--- src/rtl/regfile_sort_ctrl.sv ---
// -----------------------------------------------------------------------------
// regfile_sort_ctrl
//
// In-place ascending bubble-sort sequencer for a 16x8 register file that has
// one combinational read port and one synchronous write port. After a Start
// pulse it walks adjacent pairs: it reads both entries, compares them unsigned,
// and writes them back swapped when they are out of order. A pass that makes
// no swap ends the sort early. Done pulses for one cycle at the end.
//
// Ports
//   Clk     in   1  rising-edge clock
//   Rst     in   1  synchronous active-high reset
//   Start   in   1  sort request, sampled only while idle
//   Busy    out  1  high from the first sort cycle through the Done cycle
//   Done    out  1  one-cycle completion pulse
//   Swaps   out  7  swaps made by the current/last sort, held after Done
//   R_Addr  out  4  register-file read address (0 when R_en is low)
//   R_en    out  1  register-file read enable
//   R_Data  in   8  register-file read data, combinational from R_Addr
//   W_Addr  out  4  register-file write address (0 when W_en is low)
//   W_en    out  1  register-file write enable
//   W_Data  out  8  register-file write data (0 when W_en is low)
//
// All port outputs are decoded from registered state only, so nothing on the
// output side depends combinationally on R_Data.
// -----------------------------------------------------------------------------
module regfile_sort_ctrl (
  input  logic       Clk,
  input  logic       Rst,
  input  logic       Start,
  output logic       Busy,
  output logic       Done,
  output logic [6:0] Swaps,
  output logic [3:0] R_Addr,
  output logic       R_en,
  input  logic [7:0] R_Data,
  output logic [3:0] W_Addr,
  output logic       W_en,
  output logic [7:0] W_Data
);

  typedef enum logic [2:0] {
    S_IDLE = 3'd0,
    S_RD_A = 3'd1,
    S_RD_B = 3'd2,
    S_CMP  = 3'd3,
    S_WR_A = 3'd4,
    S_WR_B = 3'd5,
    S_DONE = 3'd6
  } state_t;

  state_t     r_state;
  state_t     w_state_nxt;
  logic [3:0] r_pass;
  logic [3:0] w_pass_nxt;
  logic [3:0] r_idx;
  logic [3:0] w_idx_nxt;
  logic [7:0] r_a;
  logic [7:0] w_a_nxt;
  logic [7:0] r_b;
  logic [7:0] w_b_nxt;
  logic       r_swapped;
  logic       w_swapped_nxt;
  logic [6:0] r_swaps;
  logic [6:0] w_swaps_nxt;

  // Last pair of a pass: pass p only needs to reach idx 14-p, because every
  // earlier pass has already bubbled its largest value to the top.
  logic       w_pass_end;
  logic       w_last_pass;

  assign w_pass_end  = (r_idx >= (4'd14 - r_pass));
  assign w_last_pass = (r_pass == 4'd14);

  // State and datapath registers
  always_ff @(posedge Clk) begin
    if (Rst) begin
      r_state   <= S_IDLE;
      r_pass    <= 4'd0;
      r_idx     <= 4'd0;
      r_a       <= 8'd0;
      r_b       <= 8'd0;
      r_swapped <= 1'b0;
      r_swaps   <= 7'd0;
    end else begin
      r_state   <= w_state_nxt;
      r_pass    <= w_pass_nxt;
      r_idx     <= w_idx_nxt;
      r_a       <= w_a_nxt;
      r_b       <= w_b_nxt;
      r_swapped <= w_swapped_nxt;
      r_swaps   <= w_swaps_nxt;
    end
  end

  // Next-state and datapath update logic
  always_comb begin
    w_state_nxt   = r_state;
    w_pass_nxt    = r_pass;
    w_idx_nxt     = r_idx;
    w_a_nxt       = r_a;
    w_b_nxt       = r_b;
    w_swapped_nxt = r_swapped;
    w_swaps_nxt   = r_swaps;
    case (r_state)
      S_IDLE: begin
        if (Start) begin
          w_pass_nxt    = 4'd0;
          w_idx_nxt     = 4'd0;
          w_swapped_nxt = 1'b0;
          w_swaps_nxt   = 7'd0;
          w_state_nxt   = S_RD_A;
        end else begin
          w_state_nxt   = S_IDLE;
        end
      end
      S_RD_A: begin
        w_a_nxt     = R_Data;
        w_state_nxt = S_RD_B;
      end
      S_RD_B: begin
        w_b_nxt     = R_Data;
        w_state_nxt = S_CMP;
      end
      S_CMP: begin
        // Equal values are left in place, which keeps the sort stable.
        if (r_a > r_b) begin
          w_state_nxt = S_WR_A;
        end else if (!w_pass_end) begin
          w_idx_nxt   = r_idx + 4'd1;
          w_state_nxt = S_RD_A;
        end else if (w_last_pass || !r_swapped) begin
          w_state_nxt = S_DONE;
        end else begin
          w_pass_nxt    = r_pass + 4'd1;
          w_idx_nxt     = 4'd0;
          w_swapped_nxt = 1'b0;
          w_state_nxt   = S_RD_A;
        end
      end
      S_WR_A: begin
        w_state_nxt = S_WR_B;
      end
      S_WR_B: begin
        w_swapped_nxt = 1'b1;
        w_swaps_nxt   = r_swaps + 7'd1;
        // This pass just swapped, so only the pass limit can end the sort here.
        if (!w_pass_end) begin
          w_idx_nxt   = r_idx + 4'd1;
          w_state_nxt = S_RD_A;
        end else if (w_last_pass) begin
          w_state_nxt = S_DONE;
        end else begin
          w_pass_nxt    = r_pass + 4'd1;
          w_idx_nxt     = 4'd0;
          w_swapped_nxt = 1'b0;
          w_state_nxt   = S_RD_A;
        end
      end
      S_DONE: begin
        w_state_nxt = S_IDLE;
      end
      default: begin
        w_state_nxt = S_IDLE;
      end
    endcase
  end

  // Port decode from registered state, index and operands
  always_comb begin
    R_en   = 1'b0;
    R_Addr = 4'd0;
    W_en   = 1'b0;
    W_Addr = 4'd0;
    W_Data = 8'd0;
    case (r_state)
      S_RD_A: begin
        R_en   = 1'b1;
        R_Addr = r_idx;
      end
      S_RD_B: begin
        R_en   = 1'b1;
        R_Addr = r_idx + 4'd1;
      end
      S_WR_A: begin
        W_en   = 1'b1;
        W_Addr = r_idx;
        W_Data = r_b;
      end
      S_WR_B: begin
        W_en   = 1'b1;
        W_Addr = r_idx + 4'd1;
        W_Data = r_a;
      end
      default: begin
        R_en = 1'b0;
      end
    endcase
  end

  assign Busy  = (r_state != S_IDLE);
  assign Done  = (r_state == S_DONE);
  assign Swaps = r_swaps;

endmodule

--- config.mk ---
export PLATFORM = sky130hd
export DESIGN_NAME = regfile_sort_ctrl
export DESIGN_NICKNAME = d
export VERILOG_FILES = /design/src/rtl/regfile_sort_ctrl.sv
export SDC_FILE = /design/constraint.sdc
export NUM_CORES = 1
export LEC_CHECK = 0
export CORE_MARGIN = 8
export CORE_UTILIZATION = 54
export DETAILED_ROUTE_END_ITERATION = 7
export GPL_TIMING_DRIVEN = 0
export PLACE_DENSITY = 0.8
export SYNTH_ARGS = -nofsm -noshare
export SYNTH_HDL_FRONTEND = slang
export SYNTH_SLANG_ARGS = --single-unit
--- constraint.sdc ---
create_clock -name Clk -period 2.83 [get_ports Clk]
set_input_delay 0.849 -clock Clk [delete_from_list [all_inputs] [get_ports Clk]]
set_output_delay 0.849 -clock Clk [all_outputs]
set_load 0.005 [all_outputs]
==> summary.txt, run 1 <==
Detailed routing
  • DR DRC count: 0
  • First-pass detailed-route iteration total: 4
  • Post-route ant nets: 0
  • Avg WL per Cell: around 16 µm
  • Average via count per standard cell: 5.83
  • Vias after detailed routing: 2,424
  • Total length of routed wires: 6.73 mm
  • Number of DRC markers after the initial detailed-route iteration: 134

Logic synthesis
  • Share of cell area taken by muxes after synthesis: under 10%
  • Combinational family with the most area after synthesis: simple AND/OR/NAND/NOR gates
  • Share of the synthesized area in compound gates (AO/OA/AOI/OAI): 21.8%
  • Primary flip-flop cell chosen by synthesis mapping: sky130_fd_sc_hd__dfxtp_1
  • Average cell area after synthesis: 7.68 µm²
  • Post-synthesis xor/xnor area fraction: 2.53%
  • FF+latch count, synth: 35
  • Post-synth design cell area: 2430 µm²
  • Fraction of the mapped netlist area in simple logic gates: 28.7%
  • Synth warnings: 0
  • Number of nets produced by synthesis: 343
  • Post-synthesis async set-or-reset flop share: 0%
  • Number of synthesized flops with an enable pin: 0
  • Portion of the post-synthesis area used by sequential elements: 28.9%
  • Synthesized-area fraction occupied by adder cells: 8.25%
  • Synthesized instance count: 316
  • Number of distinct library cells after synthesis: 56

Placed design
  • Number of cells after detailed placement: 405
  • Routability Congestion: 1.04
  • HPWL reported at the end of detailed placement: 4.90 mm
  • Number of port buffers: 37

Clock network
  • Clock network latency to the later pin of the worst-skew pair: 0.29 ns
  • Clock tree root driver cell: sky130_fd_sc_hd__clkbuf_8
  • Number of levels in the clock H-tree: 2
  • Number of buffers inserted during clock tree synthesis: 5
  • Clk buf depth: 2
  • Clock edge transition at the registers on the reported setup and hold paths: about 0.08 ns
  • CTS Sinks: 35
  • TritonCTS clock tree: done

Worst setup path
  • Category of the most critical setup path: flop to output pin
  • Required time reported for the critical path endpoint: 1.98 ns
  • CP Data Arrival Time: approximately 1.9 ns
  • Start point of the critical path: r_state[2]
  • Cell-by-cell trace of the critical path: buf_6 -> or3_4 -> clkbuf_8 -> nand2_1 -> clkdlybuf4s50_1
  • R2r startpoint: r_pass[0]
  • Endpoint type of the worst setup path: output pin
  • Worst path max stage delay: 0.49 ns
  • Element type at the critical path start: flop
  • Crit Path Max Fanout: 10
  • Slowest cell on the critical path: sky130_fd_sc_hd__clkdlybuf4s50_1

Timing
  • Worst-case headroom to the max-slew limit: about 59%
  • Slew of the pin with the lowest slew margin: about 0.62 ns
  • Minimum clock period after layout: 2.77 ns
  • Maximum achievable frequency: between 0.3 and 0.4 GHz
  • Setup repair after global routing missed its margin: false
  • Number of slew-limit violations in the final report: 0
  • Largest clock skew in the final design: approximately 0.011 ns
  • Aggregate negative setup slack: 0 ns
  • Final hold violations: 0
  • Setup-failing EPs final: 0
  • Final worst-path cycle share: around 100%

Global routing
  • Vias in the first global route: 2,475
  • Initial antenna violation count: 0
  • Met3 Use GR: under 10%
  • Maximum number of pins on one net before global-route repair: 13
  • Met1 track demand over resource: 22.6%
  • Total gr overflow: 0
  • Busiest layer in global routing: met2
  • First-pass GRT wire length: 11.4 mm
  • Met2 usage in global routing: 32.8%
  • GRT Resource Usage Total: 19.4%

Worst hold path
  • Startpoint of the worst hold path: r_b[1]
  • Worst min path class: flop to flop

Die
  • Full die area: 6890 µm²
  • Width of the chip: 83.0 µm
  • Die height: 83.0 µm
  • Placeable core region: 4350 µm²
  • FP Rows: 24
  • Number of top-level design ports: 38
  • Effective utilization at floorplan: 55.7%

Run
  • Number of max-capacitance violations reported: 0

Cells and area
  • Synthesis-to-finish area growth: 27.8%
  • Antenna cells: 0
  • Number of non-filler instances in the completed layout: roughly 420
  • Number of nets in the layout: 390
  • Share of final-layout standard cells stronger than drive strength 1: 14.3%

Power and ir drop
  • Leakage: 1.24 nW
  • Areal power density over the cells: 376 nW/µm²
  • Peak VDD IR: 0.279 mV

Status
  • Outcome: finished clean
==> path summary, 6_finish.rpt <==
path / end / slack, ns / depth (start not counted)
max: R_en / 0.06 / 5
min reg2reg: r_b[1] / 0.47 / 2
min: r_b[1] / 0.47 / 2
max reg2reg: r_pass[0] / 0.39 / 9
==> state kept, by name, indices dropped and copies added, names as in the netlist <==
name and flops:
r_a 8, r_idx 4, r_pass 4, r_state 3, r_swapped 1, Swaps 7, r_b 8
==> synthesized netlist by cell type, drive strengths merged (2+ instances only) <==
cell type / number / area share (%)
nand2: 56 / 8.7
nor2: 40 / 6.9
a21oi: 35 / 7.4
dfxtp: 35 / 29
inv: 18 / 2.8
ha: 16 / 8.3
o21ai: 15 / 3.6
mux2i: 10 / 4.1
nand3: 8 / 1.7
nor3: 8 / 2.3
o211ai: 8 / 2.7
buf: 7 / 1.4
clkbuf: 7 / 1.1
xnor2: 6 / 2.2
and3: 4 / 1.0
nand2b: 4 / 1.3
nand4: 4 / 1.7
or3: 4 / 1.0
o32ai: 3 / 1.7
a211oi: 2 / 1.1
nand3b: 2 / 0.62
nor2b: 2 / 0.52
o21a: 2 / 0.62
==> metal layers <==
layer | vias up | routed length (µm) | share of wire [%]
met5 | - | 0 | 0
met4 | 0 | 124 | 1.8
met3 | 16 | 430 | 6.4
met2 | 98 | 3320 | 49
met1 | 1120 | 2850 | 42
li1 | 1190 | - | -
==> kinds of logic (layout without fill, tap and decap cells) <==
family,Yosys count,count (layout)
compound gates,76,76
xor+xnor,7,7
fa+ha+maj,16,16
buf+inv,32,80
flops,35,35
mux,11,11
simple gates,139,139
==> layout make-up <==
cell class	instances	area (µm²)
Multi-Input combinational cell	249	1630
Fill cell	352	1250
Sequential cell	35	706
Timing Repair Buffer	41	413
Buffer	13	104
Clock buffer	5	68.8
Inverter	18	67.6
Tap cell	52	65.1
Clock inverter	3	43.8
==> layout by cell type (no fill, tap or decap), drive strengths merged, types with 6 or more instances in the layout <==
cell type	instances
a21oi	35
buf	9
clkbuf	13
clkdlybuf4s50	29
dfxtp	35
dlymetal6s2s	6
ha	16
inv	18
mux2i	10
nand2	56
nand3	8
nor2	40
nor3	8
o211ai	8
o21ai	15
xnor2	6
==> critical path, delay by kind of cell, from the launching register on <==
family,cells,cell delay (ns)
AND/OR/NAND/NOR,2,0.46
buffers and inverters,3,0.82
flip-flops,1,0.35
==> report_power, final <==
| group | switching [W] | internal [W] |
|---|---|---|
| clock network | 0.000198 | 0.000262 |
| registers | 0.00000877 | 0.000501 |
| logic | 0.000120 | 0.0000754 |
| total | 0.000327 | 0.000839 |
==> metrics by stage <==
step | instance area, µm² | hold slack [ns] | power (W) | utilization, % | worst slack, ns
final | 3100 | 0.472 | 0.00117 | 71.2 | 0.0601
after floorplan | 2430 | 0.449 | 0.000645 | - | 0.621
after global routing | 3100 | 0.508 | 0.00121 | 71.2 | 0.00102
after CTS | 3030 | 0.480 | 0.00117 | 69.6 | 0.00430
after detailed placement | 2860 | 0.469 | 0.000702 | 65.7 | -0.0933
after global placement | 2860 | 0.457 | 0.000698 | 65.7 | -0.0931
==> timing repair <==
| item | in CTS | in global routing |
|---|---|---|
| hold buffers | 0 | 0 |
| setup endpoints to repair | 17 | 15 |
| pin swaps | 1 | 2 |
| endpoints found under the hold margin | 0 | 0 |
| setup buffers | 1 | 3 |
| resized for setup | 22 | 20 |
Note: power is estimated with default switching activity, not from simulation.
==> inputs of run 2 (changes only) <==
--- a/config.mk
+++ b/config.mk
@@ -6,8 +6,9 @@
 export NUM_CORES = 1
 export LEC_CHECK = 0
 export CORE_MARGIN = 8
-export CORE_UTILIZATION = 54
+export CORE_UTILIZATION = 64
 export DETAILED_ROUTE_END_ITERATION = 7
+export DONT_BUFFER_PORTS = 1
 export GPL_TIMING_DRIVEN = 0
 export PLACE_DENSITY = 0.8
 export SYNTH_ARGS = -nofsm -noshare
==> run 2 against run 1 <==
Net effect: power decreased by 1.2%; routed wire length fell by 7.6%; sequential share of layout area rose by 4.1 points; largest cell class unchanged; count of clock-buffer cells in the layout rose by 1; core utilization is 0.051 points higher; critical path depth shrank 1; critical endpoint is now R_Addr[1]; design area is 16% lower; cell count decreased by 11%; global-route usage up 1.5 points; via count down 5.6%.
==> summary.txt, run 2 (synthesized netlist as in run 1, its figures left out) <==
Run
  • Number of max-capacitance violations reported: 0

Worst setup path
  • Worst path max stage delay: 0.61 ns
  • R2r startpoint: r_pass[0]
  • Endpoint type of the worst setup path: output pin
  • Element type at the critical path start: flop
  • CP Data Arrival Time: between 1.5 and 2 ns
  • Slowest cell on the critical path: sky130_fd_sc_hd__nor3_2
  • Required time reported for the critical path endpoint: about 2.0 ns
  • Cell-by-cell trace of the critical path: inv_2 -> buf_2 -> nor3_2 -> a22o_1
  • Category of the most critical setup path: flop to output pin
  • Start point of the critical path: r_state[0]
  • Crit Path Max Fanout: 10

Status
  • Outcome: finished clean

Timing
  • Number of slew-limit violations in the final report: 0
  • Largest clock skew in the final design: 0.00993 ns
  • Final worst-path cycle share: 96.2%
  • Minimum clock period after layout: 2.72 ns
  • Worst Hold Margin: 0.482 ns
  • Final hold violations: 0
  • Maximum achievable frequency: approximately 0.37 GHz
  • Worst-case headroom to the max-slew limit: 47.2%
  • Slew of the pin with the lowest slew margin: 0.788 ns
  • Setup-failing EPs final: 0

Cells and area
  • Number of nets in the layout: 350
  • Antenna cells: 0
  • Final design area excluding fillers: 2610 µm²
  • Share of final-layout standard cells stronger than drive strength 1: between 10% and 20%
  • Synthesis-to-finish area growth: 7.53%
  • Most common library cell in the layout ignoring fill and taps: sky130_fd_sc_hd__nand2_1
  • Commonest cells after routing, fill and taps aside: sky130_fd_sc_hd__nand2_1 (56), sky130_fd_sc_hd__nor2_1 (36), sky130_fd_sc_hd__dfxtp_1 (35), sky130_fd_sc_hd__a21oi_1 (34), sky130_fd_sc_hd__inv_1 (17)

Clock network
  • Hold buffers post-CTS: 0
  • Clock network latency to the later pin of the worst-skew pair: 0.30 ns
  • Number of buffers inserted during clock tree synthesis: 5
  • Clock edge transition at the registers on the reported setup and hold paths: 0.08 ns
  • Number of levels in the clock H-tree: 2
  • Clock tree root driver cell: sky130_fd_sc_hd__clkbuf_8
  • Buffers inserted during post-CTS setup optimization: 0
  • Clk buf depth: 2
  • Quantity of gates resized following cts: 0
  • TritonCTS clock tree: done
  • CTS Sinks: 35

Global routing
  • Vias in the first global route: 2,200
  • GRT Resource Usage Total: 20.8%
  • Initial antenna violation count: 0
  • First-pass GRT wire length: 10.4 mm
  • Maximum number of pins on one net before global-route repair: 12
  • Total gr overflow: 0

Worst hold path
  • Startpoint of the worst hold path: r_a[0]
  • Worst min path class: flop to flop

Detailed routing
  • Total length of routed wires: 6.21 mm
  • Average via count per standard cell: 6.15
  • First-pass detailed-route iteration total: 4
  • Number of DRC markers after the initial detailed-route iteration: ~130
  • Post-route ant nets: 0
  • Vias after detailed routing: 2,288
  • Avg WL per Cell: 16.7 µm
  • DR DRC count: 0

Power and ir drop
  • Areal power density over the cells: 441 nW/µm²
  • Switching power total: ~0.00031 W
  • Part of the total power dissipated in sequential elements: between 40% and 50%
  • Internal power of the cells: 0.000839 W
  • Net switching share of the total power: 27.1%
  • Clock network fraction of design power: a little over two fifths
  • Peak VDD IR: roughly 0.25 mV
  • Part of the power in combinational logic: 14.0%
  • Leakage: 0.957 nW

Placed design
  • HPWL reported at the end of detailed placement: 4.58 mm
  • Routability Congestion: 0.910
  • Number of port buffers: 0
  • Cell area after placement: 2490 µm²

Die
  • Placeable core region: between 3000 and 4000 µm²
  • FP Rows: 22
  • Full die area: about 6000 µm²
  • Effective utilization at floorplan: 66.3%
  • Die height: between 70 and 80 µm
  • Number of top-level design ports: 38
  • Width of the chip: about 78 µm
==> run 2: cell types whose count changed in the layout (fill, tap and decap cells not counted), sizes merged <==
| cell | before | now |
|---|---|---|
| clkinv | 2 | 1 |
| dlymetal6s2s | 6 | 0 |
| dlygate4sd2 | 2 | 0 |
| buf | 9 | 7 |
| clkdlybuf4s50 | 29 | 0 |
==> run 2: critical path, delay by kind of cell (launching register included) <==
kind	cells	cell delay (ns)
AND/OR/NAND/NOR	1	0.61
flip-flops	1	0.44
buffers and inverters	2	0.27
AO/OA/AOI/OAI	1	0.26
==> run 2: power groups by stage <==
stage          combinational, W  sequential, W  clock (W)
2_1_floorplan          0.000125       0.000519          0
3_3_place_gp           0.000156       0.000521          0
3_5_place_dp           0.000158       0.000521          0
4_1_cts                0.000159       0.000510   0.000483
5_1_grt                0.000176       0.000511   0.000501
6_report               0.000161       0.000510   0.000480
==> run 2: through the flow <==
| step | cells | util (%) | TNS, ns | setup slack, ns | power [W] |
|---|---|---|---|---|---|
| global route | 372 | 71.3 | -0.0000477 | -0.0000477 | 0.00119 |
| floorplan | 316 | - | 0 | 0.621 | 0.000645 |
| detailed placement | 364 | 67.9 | 0 | 0.385 | 0.000679 |
| finish | 372 | 71.3 | 0 | 0.106 | 0.00115 |
| global placement | 364 | 67.9 | 0 | 0.399 | 0.000678 |
| CTS | 372 | 71.1 | 0 | 0.0457 | 0.00115 |
==> run 2: area by class of cell <==
| type | count | area, µm² |
|---|---|---|
| Clock buffer | 6 | 82.6 |
| Sequential cell | 35 | 701 |
| Multi-Input combinational cell | 249 | 1600 |
| Tap cell | 48 | 60.1 |
| Buffer | 14 | 62.6 |
| Clock inverter | 2 | 35.0 |
| Fill cell | 322 | 1050 |
| Inverter | 18 | 67.6 |
==> run 2: worst paths after layout <==
| kind | endpoint | slack (ns) | depth (start not counted) |
|---|---|---|---|
| max | R_Addr[1] | 0.11 | 4 |
| min | r_a[0] | 0.48 | 2 |
| max reg2reg | r_pass[0] | 0.42 | 9 |
| min reg2reg | r_a[0] | 0.48 | 2 |
==> run 2: routing by layer <==
metal,track usage [%],vias up,share of wire (%)
met1,24.1,1107,43
met2,36.5,62,48
met5,0,-,0
met3,5.18,7,7.0
li1,-,1112,-
met4,6.98,0,1.0
==> inputs of run 3 (changes only) <==
--- a/config.mk
+++ b/config.mk
@@ -11,6 +11,7 @@
 export DONT_BUFFER_PORTS = 1
 export GPL_TIMING_DRIVEN = 0
 export PLACE_DENSITY = 0.8
+export SKIP_LAST_GASP = 1
 export SYNTH_ARGS = -nofsm -noshare
 export SYNTH_HDL_FRONTEND = slang
 export SYNTH_SLANG_ARGS = --single-unit
==> run 3 against run 2 <==
Net effect: hold slack about the same; first-iteration DRC count increased by 0.76%; via count unchanged; highest routed layer unchanged; die area is the same; fmax shrank 0.56%.
==> summary.txt, run 3 (synthesized netlist as in run 1, its figures left out) <==
Status
  • Outcome: finished clean

Cells and area
  • Final design area excluding fillers: 2610 µm²
  • Commonest cells after routing, fill and taps aside: sky130_fd_sc_hd__nand2_1 (56), sky130_fd_sc_hd__nor2_1 (36), sky130_fd_sc_hd__dfxtp_1 (35), sky130_fd_sc_hd__a21oi_1 (34), sky130_fd_sc_hd__inv_1 (17)
  • Share of final-layout standard cells stronger than drive strength 1: 11.7%
  • Antenna cells: 0
  • Number of non-filler instances in the completed layout: 372
  • Most common library cell in the layout ignoring fill and taps: sky130_fd_sc_hd__nand2_1
  • Synthesis-to-finish area growth: 7.48%
  • Number of nets in the layout: 350

Global routing
  • First-pass GRT wire length: 10.4 mm
  • Maximum number of pins on one net before global-route repair: 12
  • Total gr overflow: 0
  • Vias in the first global route: 2,200
  • GRT Resource Usage Total: 20.8%
  • Initial antenna violation count: 0

Power and ir drop
  • Switching power total: 0.000313 W
  • Internal power of the cells: 0.000839 W
  • Peak VDD IR: 0.248 mV
  • Clock network fraction of design power: 41.7%
  • Power consumption: 0.00115 W
  • Leakage: around 0.95 nW
  • Net switching share of the total power: 27.2%
  • Part of the total power dissipated in sequential elements: 44.3%
  • Part of the power in combinational logic: around 14%
  • Areal power density over the cells: 442 nW/µm²

Worst hold path
  • Startpoint of the worst hold path: r_a[0]
  • Worst min path class: flop to flop
  • Worst Hold Path EP: r_a[0]
  • Number of stages on the worst hold path: 2

Clock network
  • Number of levels in the clock H-tree: 2
  • Buffers inserted during post-CTS setup optimization: 0
  • Hold buffers post-CTS: 0
  • Clk buf depth: 2
  • Clock edge transition at the registers on the reported setup and hold paths: 0.08 ns
  • CTS Sinks: 35
  • TritonCTS clock tree: done
  • Clock tree root driver cell: sky130_fd_sc_hd__clkbuf_8
  • Number of buffers inserted during clock tree synthesis: 5
  • Quantity of gates resized following cts: 0
  • Clock network latency to the later pin of the worst-skew pair: approximately 0.3 ns

Worst setup path
  • Crit Path Max Fanout: 10
  • Required time reported for the critical path endpoint: just under 2 ns
  • Register-to-register setup slack: around 0.42 ns
  • Endpoint of the worst register-to-register path: r_pass[0]
  • Endpoint type of the worst setup path: output pin
  • R2r startpoint: r_pass[0]
  • Slowest cell on the critical path: sky130_fd_sc_hd__dfxtp_1
  • Reg2Reg Depth: 9
  • Category of the most critical setup path: flop to output pin
  • Element type at the critical path start: flop
  • Worst path max stage delay: roughly 0.44 ns
  • CP Data Arrival Time: between 1.5 and 2 ns
  • Cell-by-cell trace of the critical path: clkbuf_1 -> buf_2 -> mux2i_1 -> nor2_1

Die
  • Placeable core region: about 3700 µm²
  • Full die area: between 6000 and 7000 µm²
  • FP Rows: 22
  • Die height: 77.6 µm
  • Number of top-level design ports: 38
  • Width of the chip: 77.6 µm
  • Effective utilization at floorplan: approximately 66%

Detailed routing
  • Avg WL per Cell: 16.8 µm
  • Total length of routed wires: around 6.2 mm
  • Post-route ant nets: 0
  • Number of DRC markers after the initial detailed-route iteration: 133
  • Vias after detailed routing: 2,288
  • DR DRC count: 0
  • First-pass detailed-route iteration total: 4
  • Average via count per standard cell: between 6 and 7

Timing
  • Setup-failing EPs final: 0
  • Minimum clock period after layout: 2.74 ns
  • Worst-case headroom to the max-slew limit: 47.2%
  • Worst Hold Margin: 0.482 ns
  • Slew of the pin with the lowest slew margin: 0.788 ns
  • Aggregate negative setup slack: 0 ns
  • Setup repair after global routing missed its margin: true
  • Largest clock skew in the final design: around 0.0094 ns
  • Number of slew-limit violations in the final report: 0
  • Maximum achievable frequency: approximately 0.37 GHz
  • Final worst-path cycle share: 96.8%
  • Final hold violations: 0

Placed design
  • Number of port buffers: 0
  • Routability Congestion: 0.910
  • Cell area after placement: ~2500 µm²
  • HPWL reported at the end of detailed placement: 4.58 mm
  • Number of cells after detailed placement: 364

Run
  • Number of max-capacitance violations reported: 0
==> run 3: routing by layer <==
layer | wire length [µm] | vias up | global-route usage (%)
met5 | 0 | - | 0
met4 | 65 | 0 | 6.98
met3 | 436 | 7 | 5.18
met2 | 3040 | 63 | 36.5
met1 | 2690 | 1106 | 24.1
li1 | - | 1112 | -
==> run 3: through the flow <==
stage                     utilization, %  worst slack [ns]
after floorplan                        -             0.621
after global routing                71.2           -0.0106
after CTS                           71.1            0.0457
after detailed placement            67.9             0.385
after global placement              67.9             0.399
final                               71.2            0.0911
==> run 3: worst max-delay path: cells and delay by family (launching register included) <==
kind | cells | cell delay [ns]
buffers and inverters | 2 | 0.83
flip-flops | 1 | 0.44
multiplexers | 1 | 0.25
AND/OR/NAND/NOR | 1 | 0.08
==> run 3: final cells by class <==
class                   count  area [µm²]
plain buffers              14        61.3
clock buffers               6        82.6
clock inverters             2        35.0
fillers                   323        1050
inverters                  18        67.6
multi-input cells         249        1600
flip-flops and latches     35         701
well taps                  48        60.1
==> run 3: power groups by stage <==
stage	Combinational (W)	Clock (W)	Sequential, W
floorplan	0.000125	0	0.000519
global placement	0.000156	0	0.000521
detailed placement	0.000158	0	0.000521
CTS	0.000159	0.000483	0.000510
global route	0.000176	0.000501	0.000511
finish	0.000161	0.000481	0.000510
==> run 3: worst max-delay path by stage <==
stage,startpoint,endpoint,slack [ns],depth (start not counted)
final,r_state[0],W_Data[3],0.09,4
after global routing,r_state[0],W_Data[3],-0.01,4
after CTS,r_state[0],R_Addr[3],0.05,7
after detailed placement,r_state[0],R_Addr[3],0.38,7
after global placement,r_state[0],R_Addr[3],0.40,7
after floorplan,r_pass[0],r_pass[0],0.62,9
